==> config.mk <==
export PLATFORM = sky130hd
export DESIGN_NAME = erx_sysmux
export DESIGN_NICKNAME = d
export VERILOG_FILES = /design/src/rtl/erx_sysmux.sv
export SDC_FILE = /design/constraint.sdc
export NUM_CORES = 1
export LEC_CHECK = 0
export CAP_MARGIN = 20
export CORE_AREA = 2 2 184 186
export DETAILED_ROUTE_END_ITERATION = 10
export DIE_AREA = 0 0 186 188
export DONT_BUFFER_PORTS = 1
export PLACE_DENSITY = 0.36
export SETUP_SLACK_MARGIN = 0.1
export SYNTH_ARGS = -nofsm -noshare
export SYNTH_HDL_FRONTEND = slang
export SYNTH_SLANG_ARGS = --single-unit
==> constraint.sdc <==
create_clock -name clk -period 5.1 [get_ports clk]
set_input_delay 0.51 -clock clk [delete_from_list [all_inputs] [get_ports clk]]
set_output_delay 0.51 -clock clk [all_outputs]
set_load 0.005 [all_outputs]
==> src/rtl/erx_sysmux.sv <==
// Merges the elink rx write, read-request and read-response streams onto one emesh port.
// Round-robin grant into a single output register (latency 1); waits assert while the output is stalled or another channel holds the grant.
module erx_sysmux #(
  parameter int PW = 104,
  parameter int CW = 16
) (
  input  logic          clk,
  input  logic          reset,
  input  logic          rxwr_access,
  input  logic [PW-1:0] rxwr_packet,
  output logic          rxwr_wait,
  input  logic          rxrd_access,
  input  logic [PW-1:0] rxrd_packet,
  output logic          rxrd_wait,
  input  logic          rxrr_access,
  input  logic [PW-1:0] rxrr_packet,
  output logic          rxrr_wait,
  output logic          mux_access,
  output logic [PW-1:0] mux_packet,
  input  logic          mux_wait,
  input  logic          cnt_clear,
  output logic [CW-1:0] cnt_wr,
  output logic [CW-1:0] cnt_rd,
  output logic [CW-1:0] cnt_rr
);

  typedef enum logic [1:0] {
    PTR_WR = 2'd0,
    PTR_RD = 2'd1,
    PTR_RR = 2'd2
  } ptr_t;

  ptr_t                 ptr_q;
  ptr_t                 ptr_d;
  logic                 free;
  logic [2:0]           req;
  logic [2:0]           gnt;
  logic [2:0][CW-1:0]   cnt_q;

  assign free = ~mux_access | ~mux_wait;
  assign req  = {rxrr_access, rxrd_access, rxwr_access};

  // Pointer names the first channel to consider; it advances past the winner.
  always_comb begin
    gnt   = 3'b000;
    ptr_d = ptr_q;
    if (free) begin
      case (ptr_q)
        PTR_RD:  gnt = req[1] ? 3'b010 : req[2] ? 3'b100 : req[0] ? 3'b001 : 3'b000;
        PTR_RR:  gnt = req[2] ? 3'b100 : req[0] ? 3'b001 : req[1] ? 3'b010 : 3'b000;
        default: gnt = req[0] ? 3'b001 : req[1] ? 3'b010 : req[2] ? 3'b100 : 3'b000;
      endcase
      if (gnt[0])      ptr_d = PTR_RD;
      else if (gnt[1]) ptr_d = PTR_RR;
      else if (gnt[2]) ptr_d = PTR_WR;
    end
  end

  always_ff @(posedge clk or posedge reset) begin
    if (reset) begin
      ptr_q      <= PTR_WR;
      mux_access <= 1'b0;
      mux_packet <= '0;
    end else if (free) begin
      ptr_q      <= ptr_d;
      mux_access <= |gnt;
      if (gnt[0])      mux_packet <= rxwr_packet;
      else if (gnt[1]) mux_packet <= rxrd_packet;
      else if (gnt[2]) mux_packet <= rxrr_packet;
    end
  end

  assign rxwr_wait = ~free | (rxwr_access & ~gnt[0]);
  assign rxrd_wait = ~free | (rxrd_access & ~gnt[1]);
  assign rxrr_wait = ~free | (rxrr_access & ~gnt[2]);

  // A grant is exactly an accepted transfer, so it drives the counters directly.
  always_ff @(posedge clk or posedge reset) begin
    if (reset) begin
      cnt_q <= '0;
    end else begin
      for (int i = 0; i < 3; i++) begin
        if (cnt_clear)
          cnt_q[i] <= '0;
        else if (gnt[i] && (cnt_q[i] != {CW{1'b1}}))
          cnt_q[i] <= cnt_q[i] + CW'(1);
      end
    end
  end

  assign cnt_wr = cnt_q[0];
  assign cnt_rd = cnt_q[1];
  assign cnt_rr = cnt_q[2];

endmodule

==> out/metrics.csv, run 1 <==
stage;metric;value;unit
run_status;outcome;finished clean;
floorplan;die_x;186;um
power;clockPowerShare;0.246;
worst_setup_path;worst-setup-path-type;reg -> reg;
timing;finalHoldViolCount;0;
clocking;cts_resized;0;
place;dpl.hpwl;24.0;mm
timing;finalSetupTns;0;ns
clocking;htree_levels;4;
clocking;cts_num_sinks;155;
hold_path;hold_class;in -> async;
clocking;cts_tree;built;
worst_setup_path;slowest_delay;0.84;ns
floorplan;io_pins;475;
place;numPortBuffers;0;
routing;routed_wl;33.5;mm
synth;async_flop_share;1.00;
synth;synth.avg_cell_area;8.90;um^2
worst_setup_path;crit_buf_inv;1;
timing;max_freq;302;MHz
global_routing;grt_overflow;0;
final_layout;layout-drive-gt1-share;0.0704;
synth;synth_top_area_frac;0.480;
synth;syn_area;8080;um^2
flow_run;drv_cap;0;
synth;synth_edf_count;0;
floorplan;initial_core_util;0.244;
synth;synth_cell_type_count;57;
worst_setup_path;cp_slowest_cell;nand2b_4;
final_layout;fin_cells;1332;
synth;syn_nets;1232;
power;p_int;3.46;mW
power;share_seq_of_total_power;0.377;
routing;firstDrtPassIters;5;
clocking;clkLatencyLatePin;0.44;ns
worst_setup_path;worstPathMaxFanout;65;
routing;via_count;7264;
clocking;path_clk_slew;0.06;ns
timing;setup_viol;0;
global_routing;grt_pass1_vias;7333;
global_routing;grt_antenna_before_repair;4;
timing;worst_pin_slew;0.950;ns
routing;drt_iter0_markers;451;
power;p_leak;3.40;nW
global_routing;grt_max_degree;76;
final_layout;finalNetCount;1193;
clocking;root_buffer;clkbuf_16;
routing;routedWlPerCell;25.1;um
synth;synth_cells;908;
global_routing;grt_usage;0.187;
global_routing;grt_pass1_wl;48.3;mm
synth;ys_seq_area_frac;0.480;
synth;ys_seq_elements;155;
routing;via_per_inst;5.45;
synth;yosysTopAreaCell;dfrtp_1;
routing;drc;0;
timing;finalCritPeriodShare;0.648;
floorplan;die-area;35000;um^2
floorplan;core;33100;um^2
timing;clock_skew;0.0128;ns
power;ir_drop;224;uV
place;placedCellCount;1298;
floorplan;die_y;188;um
place;place_congestion;0.801;
worst_setup_path;critPathCaptureType;register;
timing;slew_violations;0;
clocking;numCtsBuffers;17;
synth;synth_top_flop_cell;dfrtp_1;
timing;max_slew_margin;0.364;
final_layout;areaGrowthSynthToFinish;13.1;%
clocking;cts_setup_buffers;0;
worst_setup_path;crit_arrival;3.66;ns
clocking;cts_buffer_depth;2;
timing;rsz0062_at_grt;no;
worst_setup_path;path_cells;ha_1 > nor2b_1 > o311ai_2 > nand2b_4 > buf_12 > nor2_1 > a21oi_1;
power;p_sw;2.42;mW
synth;yosys_warnings;0;
worst_setup_path;cp.required;5.46;ns
floorplan;rows;67;
power;p_sw_frac;0.411;
power;combPwrFrac;0.377;
worst_setup_path;critPathTopFamily;simple AND/OR/NAND/NOR gates;
synth;synth.area.top_cells;dfrtp_1 (48%), o221ai_1 (11%), a21oi_1 (7.9%), nor2_1 (6.5%), nand2_1 (5.9%);
power;p_per_area;644;nW/um^2
clocking;postCtsHoldBufs;0;
worst_setup_path;critPathLaunchType;register;
timing;period_needed;3.31;ns
routing;antenna_left;0;
## state kept, by name, indices dropped and copies added, names as in the netlist
name	flops
cnt_rr	16
ptr_q	2
cnt_wr	16
mux_access	1
cnt_rd	16
mux_packet	104
## cell usage in the layout (no fill, tap or decap), types with 4 or more instances in the layout
master	Yosys	layout
a21oi_1	127	127
and3_1	4	4
and4_1	4	4
buf_4	3	9
bufinv_16	0	5
clkbuf_16	0	17
clkinv_2	0	4
dfrtp_1	155	155
ha_1	5	5
inv_1	13	12
mux2_1	4	4
nand2_1	126	125
nand3_1	18	18
nand4_1	15	15
nor2_1	140	139
nor2b_1	7	7
nor3_1	7	7
nor4_1	14	14
o21ai_0	11	11
o221ai_1	104	104
o31ai_1	8	8
or3_1	10	10
or4_1	6	6
xnor2_1	13	13
xor2_1	4	4
## final timing paths
path,depth (start not counted),slack (ns),endpoint,from
max,7,1.79,mux_packet[31],ptr_q[1]
min,1,0.04,mux_packet[81],reset
max reg2reg,7,1.79,mux_packet[31],ptr_q[1]
min reg2reg,2,0.56,ptr_q[1],ptr_q[1]
max in group asynchronous,2,3.94,cnt_rd[9],reset
min in group clk,1,0.13,cnt_rd[12],cnt_clear
## worst register-to-register path, stage by stage (launching register included)
cell and delay (ns):
dfrtp_1 0.40, ha_1 0.50, nor2b_1 0.14, o311ai_2 0.78, nand2b_4 0.84, buf_12 0.35
nor2_1 0.08, a21oi_1 0.14
## cells in the mapped netlist (all sizes together), types with 2 or more instances
master / number
nand2b: 3
mux2: 5
a21oi: 127
or3: 11
a31o: 2
buf: 30
mux2i: 3
nand2: 127
or2: 2
nor4b: 2
and3: 4
or4: 6
nor3b: 3
nand3: 18
dfrtp: 155
ha: 5
o311ai: 2
o211ai: 3
nand4: 15
o2111ai: 2
inv: 14
nor2: 140
and4: 4
xnor2: 13
nor3: 7
o31ai: 8
nor2b: 8
xor2: 4
o221ai: 104
and2: 2
clkbuf: 39
o21ai: 13
a21o: 2
nor4: 17
## power groups by stage
stage,sequential [mW],clock [mW],combinational [mW]
finish,2.22,1.45,2.22
CTS,2.22,1.50,2.25
global placement,2.26,0,2.23
global route,2.27,1.55,2.51
detailed placement,2.23,0,2.25
floorplan,2.01,0,1.75
## per-layer routing
layer / vias up / GRT usage / share of wire
met1: 3618 / 0.226 / 0.40
li1: 3262 / - / -
met2: 352 / 0.306 / 0.50
met5: - / 0 / 0.00042
met4: 2 / 0.0618 / 0.013
met3: 30 / 0.0713 / 0.092
## metrics by stage
step	total power, mW	utilization	area, um^2	worst slack [ns]	hold WS [ns]
floorplan	3.76	-	8080	0.412	0.498
global placement	4.49	0.256	8480	1.89	0.539
detailed placement	4.48	0.256	8480	1.81	0.537
CTS	5.97	0.276	9130	1.78	0.0483
global route	6.33	0.276	9140	1.52	0.0603
finish	5.88	0.276	9140	1.79	0.0369
## final cells by class
type                       count  area, um^2
tap                          448         561
clock buffer                  19         453
timing repair buffer          11         108
antenna                        3        7.51
inverter                      14        57.6
fill                        3542       24000
multi-input combinational    670        3880
clock inverter                12         195
sequential                   155        3880
## cells by family after synthesis
| group | count (synthesis) | share of synthesized area |
|---|---|---|
| compound gates | 268 | 0.227 |
| xor+xnor | 17 | 0.0184 |
| fa+ha+maj | 5 | 0.00774 |
| buf+inv | 83 | 0.0440 |
| flops | 155 | 0.480 |
| mux | 8 | 0.0107 |
| simple gates | 372 | 0.212 |
Power figures use the tool's default switching activity.
==> inputs of run 2 (changes only) <==
==> constraint.sdc (replaced) <==
create_clock -name clk -period 3.2 [get_ports clk]
set_input_delay 0.32 -clock clk [delete_from_list [all_inputs] [get_ports clk]]
set_output_delay 0.32 -clock clk [all_outputs]
set_load 0.005 [all_outputs]
==> out/metrics.csv, run 2 (same netlist as run 1, synthesis figures left out) <==
stage;metric;value;unit;change
run_status;outcome;finished clean;;
power;ir_drop;404;uV;+80%
clocking;htree_levels;4;;unchanged
timing;max_freq;381;MHz;+26%
worst_setup_path;crit_arrival;2.97;ns;-0.69 ns
worst_setup_path;timing.reg2reg.worst_path_depth;7;;unchanged
clocking;path_clk_slew;0.07;ns;about the same
timing;rsz0062_at_grt;no;;
hold_path;whs_path_depth;2;;
power;power;9.42;mW;+60%
timing;finalCritPeriodShare;0.820;;+0.172
worst_setup_path;path_cells;inv_1 > ha_1 > nand2b_1 > o311a_1 > o211ai_1 > or4b_1 > a21oi_1;;
routing;firstDrtPassIters;5;;unchanged
worst_setup_path;critPathLaunchType;register;;
global_routing;grt_usage;0.190;;+0.00242
timing;finalHoldViolCount;0;;unchanged
timing;period_needed;2.62;ns;-0.683 ns
global_routing;grt_pass1_wl;50.0;mm;+3.5%
global_routing;use_met2;0.312;;+0.00658
place;numPortBuffers;0;;unchanged
clocking;root_buffer;clkbuf_16;;
hold_path;hold_class;in -> reg;;
place;dpl.hpwl;24.3;mm;+0.88%
flow_run;drv_cap;0;;unchanged
timing;slew_violations;0;;unchanged
floorplan;die_y;188;um;unchanged
routing;via_count;7558;;+4.0%
worst_setup_path;worstPathMaxFanout;14;;-78%
floorplan;die_x;186;um;unchanged
global_routing;grt_max_degree;65;;-14%
worst_setup_path;critPathCaptureType;register;;
final_layout;layout-drive-gt1-share;0.0764;;+0.00599
floorplan;die-area;35000;um^2;unchanged
final_layout;largest_reg_flops;104;;unchanged
timing;max_slew_margin;0.363;;-0.00158
routing;routedWlPerCell;23.9;um;-4.8%
clocking;cts_num_sinks;155;;unchanged
final_layout;final_cell_mix;dfrtp_1 (155), nor2_1 (139), a21oi_1 (127);;
final_layout;top_register;mux_packet;;
routing;antenna_left;0;;unchanged
final_layout;finalNetCount;1280;;+7.3%
power;p_per_area;939;nW/um^2;+46%
place;place_congestion;0.810;;+1.0%
global_routing;use_met3;0.0660;;-0.00524
timing;worst_pin_slew;0.952;ns;+0.00236 ns
global_routing;busiest_layer;met2;;
global_routing;grt_pass1_vias;7928;;+8.1%
power;p_leak;3.77;nW;+11%
routing;drt_iter0_markers;450;;-0.22%
routing;via_per_inst;5.32;;-2.5%
clocking;cts_buffer_depth;2;;unchanged
final_layout;areaGrowthSynthToFinish;24.2;%;
worst_setup_path;cp_slowest_cell;or4b_1;;
global_routing;use_met1;0.232;;+0.00625
routing;drc;0;;unchanged
timing;clock_skew;0.0152;ns;+0.00242 ns
timing;setup_viol;0;;unchanged
final_layout;final_common_cell;dfrtp_1;;
worst_setup_path;slowest_delay;0.59;ns;-0.25 ns
global_routing;grt_overflow;0;;unchanged
clocking;numCtsBuffers;17;;unchanged
floorplan;core;33100;um^2;unchanged
timing;finalSetupTns;0;ns;unchanged
clocking;cts_tree;built;;
floorplan;initial_core_util;0.244;;unchanged
floorplan;rows;67;;unchanged
global_routing;grt_antenna_before_repair;4;;unchanged
clocking;clkLatencyLatePin;0.43;ns;about the same
worst_setup_path;cp.required;3.55;ns;-1.91 ns
floorplan;io_pins;475;;unchanged
routing;routed_wl;34.0;mm;+1.5%
worst_setup_path;worst-setup-path-type;reg -> reg;;
-- run 2: layer usage --
layer	part of all wire	up-vias
met2	0.49	293
met4	0.017	0
met3	0.079	27
met5	0	-
met1	0.41	3801
li1	-	3437
-- run 2: final timing paths --
check / startpoint / to / slack (ns)
worst max register to register: ptr_q[0] / cnt_wr[8] / 0.58
worst max-delay path: ptr_q[0] / cnt_wr[8] / 0.58
worst min-delay path: rxwr_packet[70] / mux_packet[70] / 0.03
max in group asynchronous: reset / mux_packet[12] / 2.02
min in group asynchronous: reset / mux_packet[58] / 0.44
worst min register to register: ptr_q[1] / ptr_q[1] / 0.56
-- run 2: power by group --
| group | leakage (nW) | internal (mW) | switching (mW) |
|---|---|---|---|
| sequential | 1.91 | 2.74 | 0.744 |
| combinational | 1.57 | 1.57 | 2.20 |
| clock | 0.291 | 1.23 | 0.937 |
-- run 2: timing repair --
item	4_1_cts	5_1_grt
gates resized for setup	0	0
hold endpoints to repair	137	0
hold buffers	76	0
setup buffers	0	0
-- run 2: area by class of cell --
cell class              count  area [um^2]
diodes                      4         10.0
clock buffers              21          470
clock inverters            11          133
fillers                  3553        23100
inverters                  14         56.3
multi-input cells         670         3880
flip-flops and latches    155         3880
well taps                 448          561
repair buffers             98         1050
-- run 2: through the flow --
| step | setup slack, ns | hold slack (ns) | util | std cells | area, um^2 |
|---|---|---|---|---|---|
| 6_report | 0.576 | 0.0315 | 0.303 | 1421 | 10000 |
| 4_1_cts | 0.548 | 0.000110 | 0.303 | 1417 | 10000 |
| 5_1_grt | 0.341 | 0.00226 | 0.303 | 1420 | 10000 |
| 3_3_place_gp | 0.589 | 0.298 | 0.261 | 1309 | 8650 |
| 2_1_floorplan | 0.897 | 0.449 | - | 908 | 8080 |
| 3_5_place_dp | 0.572 | 0.300 | 0.261 | 1309 | 8650 |
-- run 2: worst max-delay path, delay by kind of cell (launching register included) --
kind	cells	cell delay [ns]
adder cells (fa/ha/maj)	1	0.49
AO/OA/AOI/OAI	3	0.90
buffers and inverters	1	0.06
AND/OR/NAND/NOR	2	0.77
flip-flops	1	0.35
==> inputs of run 3 (changes only) <==
==> constraint.sdc (replaced) <==
create_clock -name clk -period 2.5 [get_ports clk]
set_input_delay 0.25 -clock clk [delete_from_list [all_inputs] [get_ports clk]]
set_output_delay 0.25 -clock clk [all_outputs]
set_load 0.005 [all_outputs]
==> out/metrics.csv, run 3 (same netlist as run 1, synthesis figures left out) <==
stage;metric;value;unit;change
run_status;outcome;finished clean;;
floorplan;die_y;188;um;unchanged
worst_setup_path;critPathTopFamily;simple AND/OR/NAND/NOR gates;;
timing;rsz0062_at_grt;yes;;
floorplan;core;33100;um^2;unchanged
power;p_sw_frac;0.412;;about the same
floorplan;die_x;186;um;unchanged
timing;max_freq;433;MHz;+13%
final_layout;finalNetCount;1433;;+12%
clocking;clkLatencyLatePin;0.44;ns;about the same
worst_setup_path;crit_buf_inv;2;;+1
timing;finalHoldViolCount;0;;unchanged
power;share_seq_of_total_power;0.358;;-0.012
power;ir_drop;565;uV;+40%
worst_setup_path;slowest_delay;0.57;ns;-0.02 ns
place;place_congestion;0.785;;-3.1%
worst_setup_path;path_cells;inv_2 > ha_4 > buf_4 > o21ai_2 > nand2_2 > or4_4 > nor4_4 > mux2_4;;
place;numPortBuffers;0;;unchanged
final_layout;top_register;mux_packet;;
worst_setup_path;cp_slowest_cell;or4_4;;
routing;antenna_left;0;;unchanged
place;place_ws;0.0678;ns;-0.504 ns
worst_setup_path;cp.required;2.82;ns;-0.73 ns
timing;clock_skew;0.00842;ns;-0.00682 ns
power;p_int;7.33;mW;+32%
clocking;path_clk_slew;0.06;ns;about the same
clocking;htree_levels;4;;unchanged
final_layout;fin_cells;1575;;+11%
global_routing;grt_pass1_wl;51.9;mm;+3.6%
final_layout;final_cell_mix;dlygate4sd3_1 (207), dfrtp_1 (155), nor2_1 (139);;
worst_setup_path;critPathCaptureType;register;;
timing;max_slew_margin;0.510;;+0.147
worst_setup_path;worstPathMaxFanout;7;;-7
routing;routedWlPerCell;22.3;um;-6.7%
routing;routed_wl;35.1;mm;+3.4%
final_layout;areaGrowthSynthToFinish;43.7;%;
clocking;numCtsBuffers;17;;unchanged
flow_run;drv_cap;0;;unchanged
place;dpl.hpwl;24.2;mm;-0.21%
global_routing;grt_usage;0.195;;+0.00546
floorplan;rows;67;;unchanged
power;combPwrFrac;0.435;;+0.035
clocking;root_buffer;clkbuf_16;;
final_layout;fillCellCount;3413;;-3.9%
routing;drc;0;;unchanged
global_routing;grt_max_degree;63;;-3.1%
routing;via_per_inst;5.26;;-1.1%
worst_setup_path;crit_arrival;2.64;ns;-0.33 ns
floorplan;die-area;35000;um^2;unchanged
timing;period_needed;2.31;ns;-0.312 ns
power;p_leak;4.44;nW;+18%
power;power;12.5;mW;+32%
final_layout;final_common_cell;dlygate4sd3_1;;
timing;slew_violations;0;;unchanged
global_routing;grt_overflow;0;;unchanged
power;p_per_area;1070;nW/um^2;+15%
floorplan;io_pins;475;;unchanged
floorplan;initial_core_util;0.244;;unchanged
final_layout;largest_reg_flops;104;;unchanged
global_routing;grt_pass1_vias;8783;;+11%
power;clockPowerShare;0.206;;-0.024
timing;finalCritPeriodShare;0.925;;+0.105
timing;setup_slack;0.188;ns;-0.388 ns
timing;worst_pin_slew;0.729;ns;-0.223 ns
routing;firstDrtPassIters;6;;+1
hold_path;hold_class;in -> reg;;
timing;setup_viol;0;;unchanged
power;p_sw;5.14;mW;+32%
routing;via_count;8286;;+9.6%
worst_setup_path;worst-setup-path-type;reg -> reg;;
clocking;cts_num_sinks;155;;unchanged
place;placedCellCount;1327;;+1.4%
clocking;cts_buffer_depth;2;;unchanged
routing;drt_iter0_markers;471;;+4.7%
final_layout;layout-drive-gt1-share;0.0909;;+0.0145
worst_setup_path;critPathLaunchType;register;;
clocking;cts_tree;built;;
timing;finalSetupTns;0;ns;unchanged
global_routing;grt_antenna_before_repair;6;;+2
[run 3: cell types whose count changed in the layout (fill, tap and decap cells not counted), sizes merged]
cell / change
buf: +20
diode: +1
clkinv: -2
clkbuf: -1
dlygate4sd3: +132
clkinvlp: +5
bufinv: -1
[run 3: power by group through the flow]
stage | registers (mW) | logic (mW) | clock network (mW)
after floorplan | 4.11 | 3.57 | 0
after global placement | 4.54 | 4.98 | 0
after detailed placement | 4.47 | 5.04 | 0
after CTS | 4.46 | 5.31 | 2.67
after global routing | 4.58 | 6.05 | 2.75
final | 4.47 | 5.43 | 2.57
[run 3: area by class of cell]
| cell class | count | area, um^2 | share of cell area |
|---|---|---|---|
| flip-flops and latches | 155 | 3880 | 0.334 |
| diodes | 5 | 12.5 | 0.00108 |
| multi-input cells | 670 | 3920 | 0.338 |
| inverters | 14 | 56.3 | 0.00485 |
| well taps | 448 | 561 | 0.0483 |
| clock buffers | 19 | 443 | 0.0382 |
| clock inverters | 13 | 119 | 0.0102 |
| repair buffers | 251 | 2620 | 0.226 |
[run 3: final timing paths]
| kind | from | to | depth (start not counted) | slack (ns) |
|---|---|---|---|---|
| hold reg to reg | cnt_rr[14] | cnt_rr[14] | 1 | 0.57 |
| setup / recovery | ptr_q[0] | cnt_rr[13] | 8 | 0.19 |
| min in group asynchronous | reset | mux_packet[66] | 2 | 0.39 |
| setup reg to reg | ptr_q[0] | cnt_rr[13] | 8 | 0.19 |
| max in group asynchronous | reset | mux_packet[12] | 3 | 1.42 |
| hold / removal | rxrd_packet[99] | mux_packet[99] | 2 | 0.04 |
[run 3: timing repair]
action / 4_1_cts / 5_1_grt
pin swaps: 1 / 5
cloned: 0 / 1
hold buffers: 208 / 0
endpoints found under the hold margin: 166 / 0
gates resized for setup: 1 / 9
buffers inserted: 0 / 2
setup endpoints to repair: 7 / 80
[run 3: through the flow]
step | utilization | cell area (um^2) | hold WS [ns]
finish | 0.351 | 11600 | 0.0358
global route | 0.351 | 11600 | 0.0215
CTS | 0.348 | 11500 | 0.00177
detailed placement | 0.267 | 8850 | 0.260
global placement | 0.267 | 8850 | 0.268
floorplan | - | 8080 | 0.379
[run 3: routing by layer]
layer	GRT usage	wire length, um	share of wire	up-vias
met2	0.325	17300	0.49	358
met4	0.0845	1000	0.028	2
met5	0	10	0.00028	-
met3	0.0651	2960	0.084	58
met1	0.228	13900	0.40	4132
li1	-	-	-	3736
